`config.mk`:
```
export PLATFORM = sky130hd
export DESIGN_NAME = key_load_ctrl
export DESIGN_NICKNAME = d
export VERILOG_FILES = /design/src/rtl/key_ctrl_pkg.sv /design/src/rtl/key_rr_arbiter.sv /design/src/rtl/key_load_ctrl.sv
export SDC_FILE = /design/constraint.sdc
export NUM_CORES = 1
export LEC_CHECK = 0
export CAP_MARGIN = 40
export CORE_MARGIN = 4
export CORE_UTILIZATION = 50
export DETAILED_ROUTE_END_ITERATION = 16
export MAX_ROUTING_LAYER = met4
export PLACE_DENSITY = 0.82
export SKIP_LAST_GASP = 1
export SLEW_MARGIN = 5
export SYNTH_ARGS = -nofsm -noshare
export SYNTH_HDL_FRONTEND = slang
export SYNTH_SLANG_ARGS = --single-unit
```
`constraint.sdc`:
```
create_clock -name clk -period 2.6 [get_ports clk]
set_input_delay 0.52 -clock clk [delete_from_list [all_inputs] [get_ports clk]]
set_output_delay 0.52 -clock clk [all_outputs]
set_load 0.02 [all_outputs]
```
`src/rtl/key_ctrl_pkg.sv`:
```
// Shared types and constants for the key-load controller.
package key_ctrl_pkg;

   localparam int unsigned BYTE_W          = 8;
   localparam int unsigned KEY_W           = 16;
   localparam int unsigned CNT_W           = 8;
   localparam int unsigned TIMEOUT_DEFAULT = 15;

   typedef enum logic [1:0] {
      ST_IDLE   = 2'd0,
      ST_RX_HI  = 2'd1,
      ST_RX_LO  = 2'd2,
      ST_COMMIT = 2'd3
   } state_t;

   typedef enum logic {
      REQ_A = 1'b0,
      REQ_B = 1'b1
   } req_id_t;

   typedef struct packed {
      logic [BYTE_W-1:0] hi;
      logic [BYTE_W-1:0] lo;
   } key_stage_t;

endpackage

```
`src/rtl/key_rr_arbiter.sv`:
```
// Two-way round-robin arbiter; priority moves past the winner on advance.
module key_rr_arbiter
   import key_ctrl_pkg::*;
(
   input  logic       clk,
   input  logic       reset,
   input  logic [1:0] req,
   input  logic       advance,
   output req_id_t    grant
);

   req_id_t prio;

   always_comb begin
      grant = REQ_A;
      if (req[0] && req[1]) grant = prio;
      else if (req[1])      grant = REQ_B;
   end

   always_ff @(posedge clk or posedge reset) begin
      if (reset) begin
         prio <= REQ_A;
      end else if (advance) begin
         prio <= (grant == REQ_A) ? REQ_B : REQ_A;
      end
   end

endmodule

```
`src/rtl/key_load_ctrl.sv`:
```
// Arbitrates two byte-serial key sources and commits 16-bit keys to the key register.
module key_load_ctrl
   import key_ctrl_pkg::*;
#(
   parameter int unsigned TIMEOUT = TIMEOUT_DEFAULT
) (
   input  logic              clk,
   input  logic              reset,
   input  logic              a_valid,
   input  logic [BYTE_W-1:0] a_data,
   output logic              a_ready,
   input  logic              b_valid,
   input  logic [BYTE_W-1:0] b_data,
   output logic              b_ready,
   input  logic              lock_req,
   output logic              key_load,
   output logic [KEY_W-1:0]  key_value,
   output logic              grant_b,
   output logic              busy,
   output logic              locked,
   output logic              done,
   output logic              err,
   output logic [CNT_W-1:0]  load_count
);

   state_t            state;
   key_stage_t        stage;
   logic [CNT_W-1:0]  tmo_cnt;
   req_id_t           arb_grant;
   logic              start_c;
   logic              hs_c;
   logic              tmo_hit_c;
   logic [BYTE_W-1:0] hs_byte_c;

   assign start_c   = (state == ST_IDLE) && !locked && (a_valid || b_valid);
   assign hs_c      = grant_b ? (b_valid && b_ready) : (a_valid && a_ready);
   assign hs_byte_c = grant_b ? b_data : a_data;
   assign tmo_hit_c = (tmo_cnt + CNT_W'(1)) == CNT_W'(TIMEOUT);

   // Priority is only consulted in IDLE, so moving it as the grant is taken
   // is indistinguishable from moving it when the transfer ends.
   key_rr_arbiter u_arb (
      .clk     (clk),
      .reset   (reset),
      .req     ({b_valid, a_valid}),
      .advance (start_c),
      .grant   (arb_grant)
   );

   always_ff @(posedge clk or posedge reset) begin
      if (reset) begin
         state      <= ST_IDLE;
         stage      <= '0;
         tmo_cnt    <= '0;
         key_value  <= '0;
         load_count <= '0;
         locked     <= 1'b0;
         grant_b    <= 1'b0;
         busy       <= 1'b0;
         a_ready    <= 1'b0;
         b_ready    <= 1'b0;
         key_load   <= 1'b0;
         done       <= 1'b0;
         err        <= 1'b0;
      end else begin
         key_load <= 1'b0;
         done     <= 1'b0;
         err      <= 1'b0;
         if (lock_req) locked <= 1'b1;

         case (state)
            ST_IDLE: begin
               if (start_c) begin
                  state   <= ST_RX_HI;
                  busy    <= 1'b1;
                  grant_b <= (arb_grant == REQ_B);
                  a_ready <= (arb_grant == REQ_A);
                  b_ready <= (arb_grant == REQ_B);
                  tmo_cnt <= '0;
               end
            end

            ST_RX_HI, ST_RX_LO: begin
               if (hs_c) begin
                  tmo_cnt <= '0;
                  if (state == ST_RX_HI) begin
                     stage.hi <= hs_byte_c;
                     state    <= ST_RX_LO;
                  end else begin
                     stage.lo  <= hs_byte_c;
                     key_value <= {stage.hi, hs_byte_c};
                     key_load  <= 1'b1;
                     done      <= 1'b1;
                     a_ready   <= 1'b0;
                     b_ready   <= 1'b0;
                     state     <= ST_COMMIT;
                  end
               end else if (tmo_hit_c) begin
                  // Abort: drop the partial key, key_value is left untouched.
                  state   <= ST_IDLE;
                  busy    <= 1'b0;
                  err     <= 1'b1;
                  a_ready <= 1'b0;
                  b_ready <= 1'b0;
                  stage   <= '0;
                  tmo_cnt <= '0;
               end else begin
                  tmo_cnt <= tmo_cnt + CNT_W'(1);
               end
            end

            ST_COMMIT: begin
               state <= ST_IDLE;
               busy  <= 1'b0;
               if (load_count != '1) load_count <= load_count + CNT_W'(1);
            end

            default: begin
               state <= ST_IDLE;
               busy  <= 1'b0;
            end
         endcase
      end
   end

endmodule

```
After elaboration in Yosys (flattened, before gate mapping)
Cells that the tools add are included.
{"block": "classes", "addsub": 2, "mul": 0, "n_div": 0, "magnitude_cmp": 0, "n_eq_ne": 11, "shifts": 0, "muxes": 34, "n_bitwise": 2, "reduce_logical": 19}
{"cell": "two-way mux 8 bit", "n": 6}
{"cell": "two-way mux 16 bit", "n": 2}
{"cell": "two-way mux 1 bit", "n": 18}
{"cell": "adder 8 x 1 -> 8 bit, second input constant", "n": 2}
{"cell": "case mux 8 bit (2 select lines)", "n": 1}
{"cell": "AND reduction 3 bit", "n": 3}
{"cell": "== test 8 x 4 -> 1 bit, second input constant", "n": 1}
{"cell": "inequality test 8 bit, second input constant", "n": 1}
{"cell": "AND reduction 2 bit", "n": 4}
{"cell": "two-way mux 2 bit", "n": 3}
{"cell": "inequality test 2 bit, second input constant", "n": 3}
{"cell": "inequality test 3 bit, second input constant", "n": 2}
{"cell": "case mux 2 bit (3 select lines)", "n": 1}
{"cell": "logical AND 1 bit", "n": 5}
{"cell": "== test 2 bit, second input constant", "n": 2}
{"cell": "case mux 1 bit (2 select lines)", "n": 2}
{"cell": "AND reduction 4 bit", "n": 1}
{"cell": "nonzero test 2 bit", "n": 2}
{"cell": "case mux 1 bit (3 select lines)", "n": 1}
{"cell": "== test 2 x 1 -> 1 bit, second input constant", "n": 1}
{"cell": "zero test 2 bit", "n": 1}
{"cell": "inequality test 2 x 1 -> 1 bit, second input constant", "n": 1}
{"cell": "NOT 1 bit", "n": 2}
{"cell": "OR reduction 2 bit", "n": 1}
{"cell": "other kinds (2)", "n": 2}
{"block": "totals", "register_bits": 50, "latch_bits": 0, "mem_bits_rw": 0, "romBits": 0, "inputBits": 21, "elab_cells": 81, "n_memories": 0}

Depth between registers and ports, before layout
{"block": "logic_depth", "depth_word": 5, "depth_mapped": 8}

Cells and area by module
From an unflattened synthesis, not the netlist that was laid out.
{"block": "unflattened", "cells_unflattened": 217, "hier_area_um2": 2383.5}
{"module": "key_load_ctrl", "instances": 1, "cells_each": 211, "area_each_um2": 2323.5, "seq_area_each_um2": 1226.2}
{"module": "key_rr_arbiter", "instances": 1, "cells_each": 6, "area_each_um2": 60.1, "seq_area_each_um2": 25.0}

Least setup slack after synthesis
Ideal clock, no wire load.
{"block": "synth_path", "kind": "reg2reg", "start": "register state[0]", "end": "register key_value[13]", "setup_time_ns": 0.125, "arrival_time_ns": 1.857, "path_slack_ns": 0.618, "path_stages_with_launch": 8, "cell_sequence": "dfrtp_1 inv_1 ha_1 buf_2 o21ai_0 nor2_2 buf_2 mux2_2"}
{"block": "synth_via", "elab_chain_len": 3}
{"element": "start: declaration", "line_no": "key_load_ctrl.sv:26", "rtl": "state_t state;"}
{"element": "start signal: assignment", "line_no": "key_load_ctrl.sv:52", "rtl": "state <= ST_IDLE;"}
{"element": "start signal: assignment", "line_no": "key_load_ctrl.sv:74", "rtl": "state <= ST_RX_HI;"}
{"element": "start signal: assignment", "line_no": "key_load_ctrl.sv:88", "rtl": "state <= ST_RX_LO;"}
{"element": "== test 2 x 1 -> 1 bit or == test 2 bit (tied branches)", "line_no": "key_load_ctrl.sv:71, key_load_ctrl.sv:86"}
{"element": "OR reduction 2 bit or NOT 1 bit (tied branches)"}
{"element": "AND reduction 3 bit (no line) (*)"}
{"element": "end signal: assignment", "line_no": "key_load_ctrl.sv:91", "rtl": "key_value <= {stage.hi, hs_byte_c};"}
{"element": "end: declaration", "line_no": "key_load_ctrl.sv:17", "rtl": "output logic [KEY_W-1:0] key_value,"}
Every way passes the cells marked *; elsewhere a longest branch is shown, timed or not.
A chain may end at the register's enable or synchronous reset.

Worst setup path in the final report
{"block": "layout_path", "start": "register tmo_cnt[0]", "end": "register busy"}
{"block": "layout_via", "elab_chain_len": 4}
{"element": "start: declaration", "line_no": "key_load_ctrl.sv:28", "rtl": "logic [CNT_W-1:0] tmo_cnt;"}
{"element": "start signal: assignment", "line_no": "key_load_ctrl.sv:108", "rtl": "tmo_cnt <= tmo_cnt + CNT_W'(1);"}
{"element": "adder 8 x 1 -> 8 bit", "line_no": "key_load_ctrl.sv:38", "rtl": "assign tmo_hit_c = (tmo_cnt + CNT_W'(1)) == CNT_W'(TIMEOUT);"}
{"element": "== test 8 x 4 -> 1 bit", "line_no": "key_load_ctrl.sv:38"}
{"element": "inequality test 2 bit (no line)"}
{"element": "AND reduction 3 bit (no line)"}
{"element": "end signal: assignment", "line_no": "key_load_ctrl.sv:59", "rtl": "busy <= 1'b0;"}
{"element": "end signal: assignment", "line_no": "key_load_ctrl.sv:75", "rtl": "busy <= 1'b1;"}
{"element": "end signal: assignment", "line_no": "key_load_ctrl.sv:101", "rtl": "busy <= 1'b0;"}
{"element": "end: declaration", "line_no": "key_load_ctrl.sv:19", "rtl": "output logic busy,"}
No other way between the ends.

==> tab_implementation.tex <==
\begin{tabular}{lr}
\hline
Metric & Value \\
\hline
\multicolumn{2}{l}{\textbf{Detailed routing}} \\
\quad Count of unresolved DRC violations after routing & 0 \\
\quad Via density per instance & 5.38 \\
\quad Number of design-rule violations left by the first detailed-router iteration & 50 \\
\quad Total wire length & 5170 um \\
\quad Vias after detailed routing & 1927 \\
\quad Mean routed wirelength per cell & 14.4 um \\
\quad Post-detailed-route count of antenna-violating nets & 0 \\
\quad Number of optimization iterations in the first detailed-route pass & 4 \\
\multicolumn{2}{l}{\textbf{Global routing}} \\
\quad Global route total overflow & 0 \\
\quad Pin count of the biggest net entering global routing & 27 \\
\quad First-pass GRT wire length & 9320 um \\
\quad Antenna violations before repair & 0 \\
\quad Aggregate global-route resource usage & 19.5\% \\
\quad Number of global-route vias before repair & 1989 \\
\multicolumn{2}{l}{\textbf{Placement}} \\
\quad Number of input and output port buffers inserted & 52 \\
\quad Final weighted congestion in routability-driven placement & 0.818 \\
\quad Dpl ws & 0.304 ns \\
\quad DPL Wire Length & 4010 um \\
\multicolumn{2}{l}{\textbf{Clock network}} \\
\quad Clock-pin slew reported for the worst setup and hold paths after clock tree synthesis & 0.09 ns \\
\quad Clk sink count & 50 \\
\quad Post-CTS setup repair buffer count & 0 \\
\quad Number of buffers on the longest clock path & 2 \\
\quad Hold-fix buffer count after cts & 0 \\
\quad Clock tree from TritonCTS & done \\
\quad PostCTS Resize Cnt & 0 \\
\quad Clock insertion delay at the later pin of the skew report & 0.30 ns \\
\quad Clock buffer count from CTS & 5 \\
\quad Clock root cell & clkbuf\_8 \\
\quad Number of H-tree branching levels & 2 \\
\multicolumn{2}{l}{\textbf{Power and ir drop}} \\
\quad PwrDens & 809 nW/um2 \\
\quad Total power draw & 2.60 mW \\
\quad Max IR drop VDD & 722 uV \\
\quad P\_leak & 1.42 nW \\
\multicolumn{2}{l}{\textbf{Yosys}} \\
\quad Proportion of synthesized flip-flops having asynchronous set or reset & 100\% \\
\quad Primary flip-flop cell chosen by synthesis mapping & dfrtp\_1 \\
\quad Synth warnings & 0 \\
\quad Register area share after synthesis & 50.2\% \\
\quad Post-synth EDFFs & 0 \\
\quad Post-Synthesis Mean Instance Area & 10.7 um2 \\
\quad Yosys reg bits & 50 \\
\quad Leading area contributor after synthesis & dfrtp\_1 \\
\quad Leading cell types by total area after synthesis & dfrtp\_1 50\%, mux2\_2 4.1\%, mux2i\_1 3.6\% \\
\quad Synthesized netlist net count & 262 \\
\quad Synth top area share & 50.2\% \\
\quad Number of distinct standard cells referenced by the synthesized netlist & 55 \\
\quad Number of instances in the synthesized netlist & 234 \\
\quad Cell area after synthesis & 2490 um2 \\
\multicolumn{2}{l}{\textbf{Setup path}} \\
\quad Setup crit start kind & flip-flop \\
\quad Crit. End Element & flip-flop \\
\quad R2R setup slack & 0.45 ns \\
\quad Critical path class & flip-flop to flip-flop \\
\quad Startpoint of the worst register-to-register path & tmo\_cnt[0] \\
\quad Maximum fanout count along the critical path & 9 \\
\quad Arrival time worst endpoint & 2.38 ns \\
\quad Number of cells on the worst reg-to-reg path & 6 \\
\quad Endpoint of the worst register-to-register path & busy \\
\quad Critical path data required time & 2.83 ns \\
\multicolumn{2}{l}{\textbf{STA}} \\
\quad Shortest clock period the worst path allows after layout & 2.15 ns \\
\quad Final cycle utilization of the critical path & 82.5\% \\
\quad Least setup slack across all paths after layout & 0.454 ns \\
\quad Worst setup skew after layout & 0.00321 ns \\
\quad Peak clock frequency supported by timing & 466 MHz \\
\quad Relative slew slack & 73.2\% \\
\quad Final hold violations & 0 \\
\quad Endpoints failing setup & 0 \\
\quad Total negative setup slack & 0 ns \\
\quad Tightest Pin Transition & 0.401 ns \\
\quad Final number of max-transition violations & 0 \\
\quad Setup repair after global routing missed its margin & false \\
\multicolumn{2}{l}{\textbf{Status}} \\
\quad Status & completed \\
\multicolumn{2}{l}{\textbf{Final layout}} \\
\quad Synthesis-to-finish area growth & 29.0\% \\
\quad Layout cell share with drive strength beyond 1 & 13.7\% \\
\quad Net count of the finished layout & 318 \\
\quad Diodes inserted & 0 \\
\multicolumn{2}{l}{\textbf{Floorplanning}} \\
\quad Horizontal extent of the die & 78.6 um \\
\quad Number of rows created at floorplan & 25 \\
\quad Placeable Area & 4790 um2 \\
\quad Io pins & 53 \\
\quad Starting utilization of the core area & 52.1\% \\
\quad Die outline height & 78.6 um \\
\quad Die area & 6180 um2 \\
\multicolumn{2}{l}{\textbf{Job}} \\
\quad Number of violations of the max-capacitance limit & 0 \\
\multicolumn{2}{l}{\textbf{Min path}} \\
\quad Worst hold path type & input port to async pin \\
\hline
\end{tabular}
cells in the mapped netlist (2+ instances only):
master	instances
dfrtp_1	50
nand2_1	24
nor2_1	22
a21oi_1	11
o21ai_0	10
mux2_2	9
mux2i_1	9
nand3_1	9
o22ai_1	8
buf_2	7
ha_1	7
xor2_1	7
inv_1	6
nand3b_1	3
nand4_1	3
nor3_1	3
o211ai_1	3
xnor2_1	3
a21bo_2	2
nor2b_1	2
o21a_1	2
cells by family (layout without fill, tap and decap cells):
group	after synthesis	after routing	share of synthesized area (%)
DFF	50	50	50.2
muxes	18	18	7.67
and+or+nand+nor	79	79	16.1
buffers and inverters	16	73	2.96
AOI/OAI and AO/OA	54	54	16.1
adders and majority gates	7	7	3.51
xor gates and xnor gates	10	10	3.51
placed cells by master, fill, tap and decap left out, types with 3 or more instances in the layout:
cell type / n
inv_1: 5
clkbuf_8: 5
nand3_1: 9
nand4_1: 3
nand3b_1: 3
buf_4: 6
clkdlybuf4s50_1: 52
o21ai_0: 10
nor3_1: 3
o22ai_1: 8
nand2_1: 24
mux2i_1: 9
o211ai_1: 3
xor2_1: 7
dfrtp_1: 50
ha_1: 7
a21oi_1: 11
xnor2_1: 3
nor2_1: 22
mux2_2: 9
per-layer routing:
metal / vias up / global-route usage, % / part of all wire [%]
met2: 39 / 31.6 / 49
met5: - / - / 0
met4: 0 / 6.47 / 1.4
met3: 7 / 4.59 / 4.2
met1: 935 / 24.2 / 45
li1: 946 / - / -
flip-flops by register name (all words and copies together), names as in the netlist:
register    cells
tmo_cnt         8
done            1
busy            1
locked          1
grant_b         1
b_ready         1
stage           8
key_value      16
state           2
u_arb.prio      1
err             1
a_ready         1
load_count      8
power breakdown:
part	leakage (nW)	switching, mW	total [mW]	internal, mW
Combinational	0.692	0.553	1.02	0.463
Clock	0.0524	0.242	0.530	0.288
Sequential	0.674	0.139	1.06	0.918
Total	1.42	0.934	2.60	1.67
stage by stage:
stage | instance area, um2 | util (%) | hold WS [ns] | cells
after detailed placement | 3110 | 65.0 | 0.489 | 350
after CTS | 3220 | 67.3 | 0.496 | 358
after global routing | 3220 | 67.3 | 0.523 | 358
after floorplan | 2490 | - | 0.479 | 234
final | 3220 | 67.3 | 0.485 | 358
after global placement | 3110 | 65.0 | 0.482 | 350
critical path, cell delays in order, from the launching register on:
cell and delay, ns:
dfrtp_1 0.48, ha_1 0.31, and3_4 0.22, a311oi_2 0.35
a31oi_4 0.11, or4_1 0.51, nand3_1 0.10
final cells by class:
type,instances,area [um2]
fill,393,1570
sequential,50,1250
multi-input combinational,168,1170
timing repair buffer,59,586
tap,67,83.8
clock buffer,7,76.3
clock inverter,1,30.0
inverter,6,22.5
worst max path at each step:
stage,depth (start not counted),start,to,slack (ns)
2_1_floorplan,7,state[0],key_value[13],0.62
3_3_place_gp,6,b_valid,key_value[9],0.38
3_5_place_dp,6,b_valid,key_value[9],0.30
4_1_cts,6,tmo_cnt[0],stage[13],0.45
5_1_grt,6,tmo_cnt[0],stage[13],0.35
6_report,6,tmo_cnt[0],busy,0.45
Note: power is estimated with default switching activity, not from simulation.
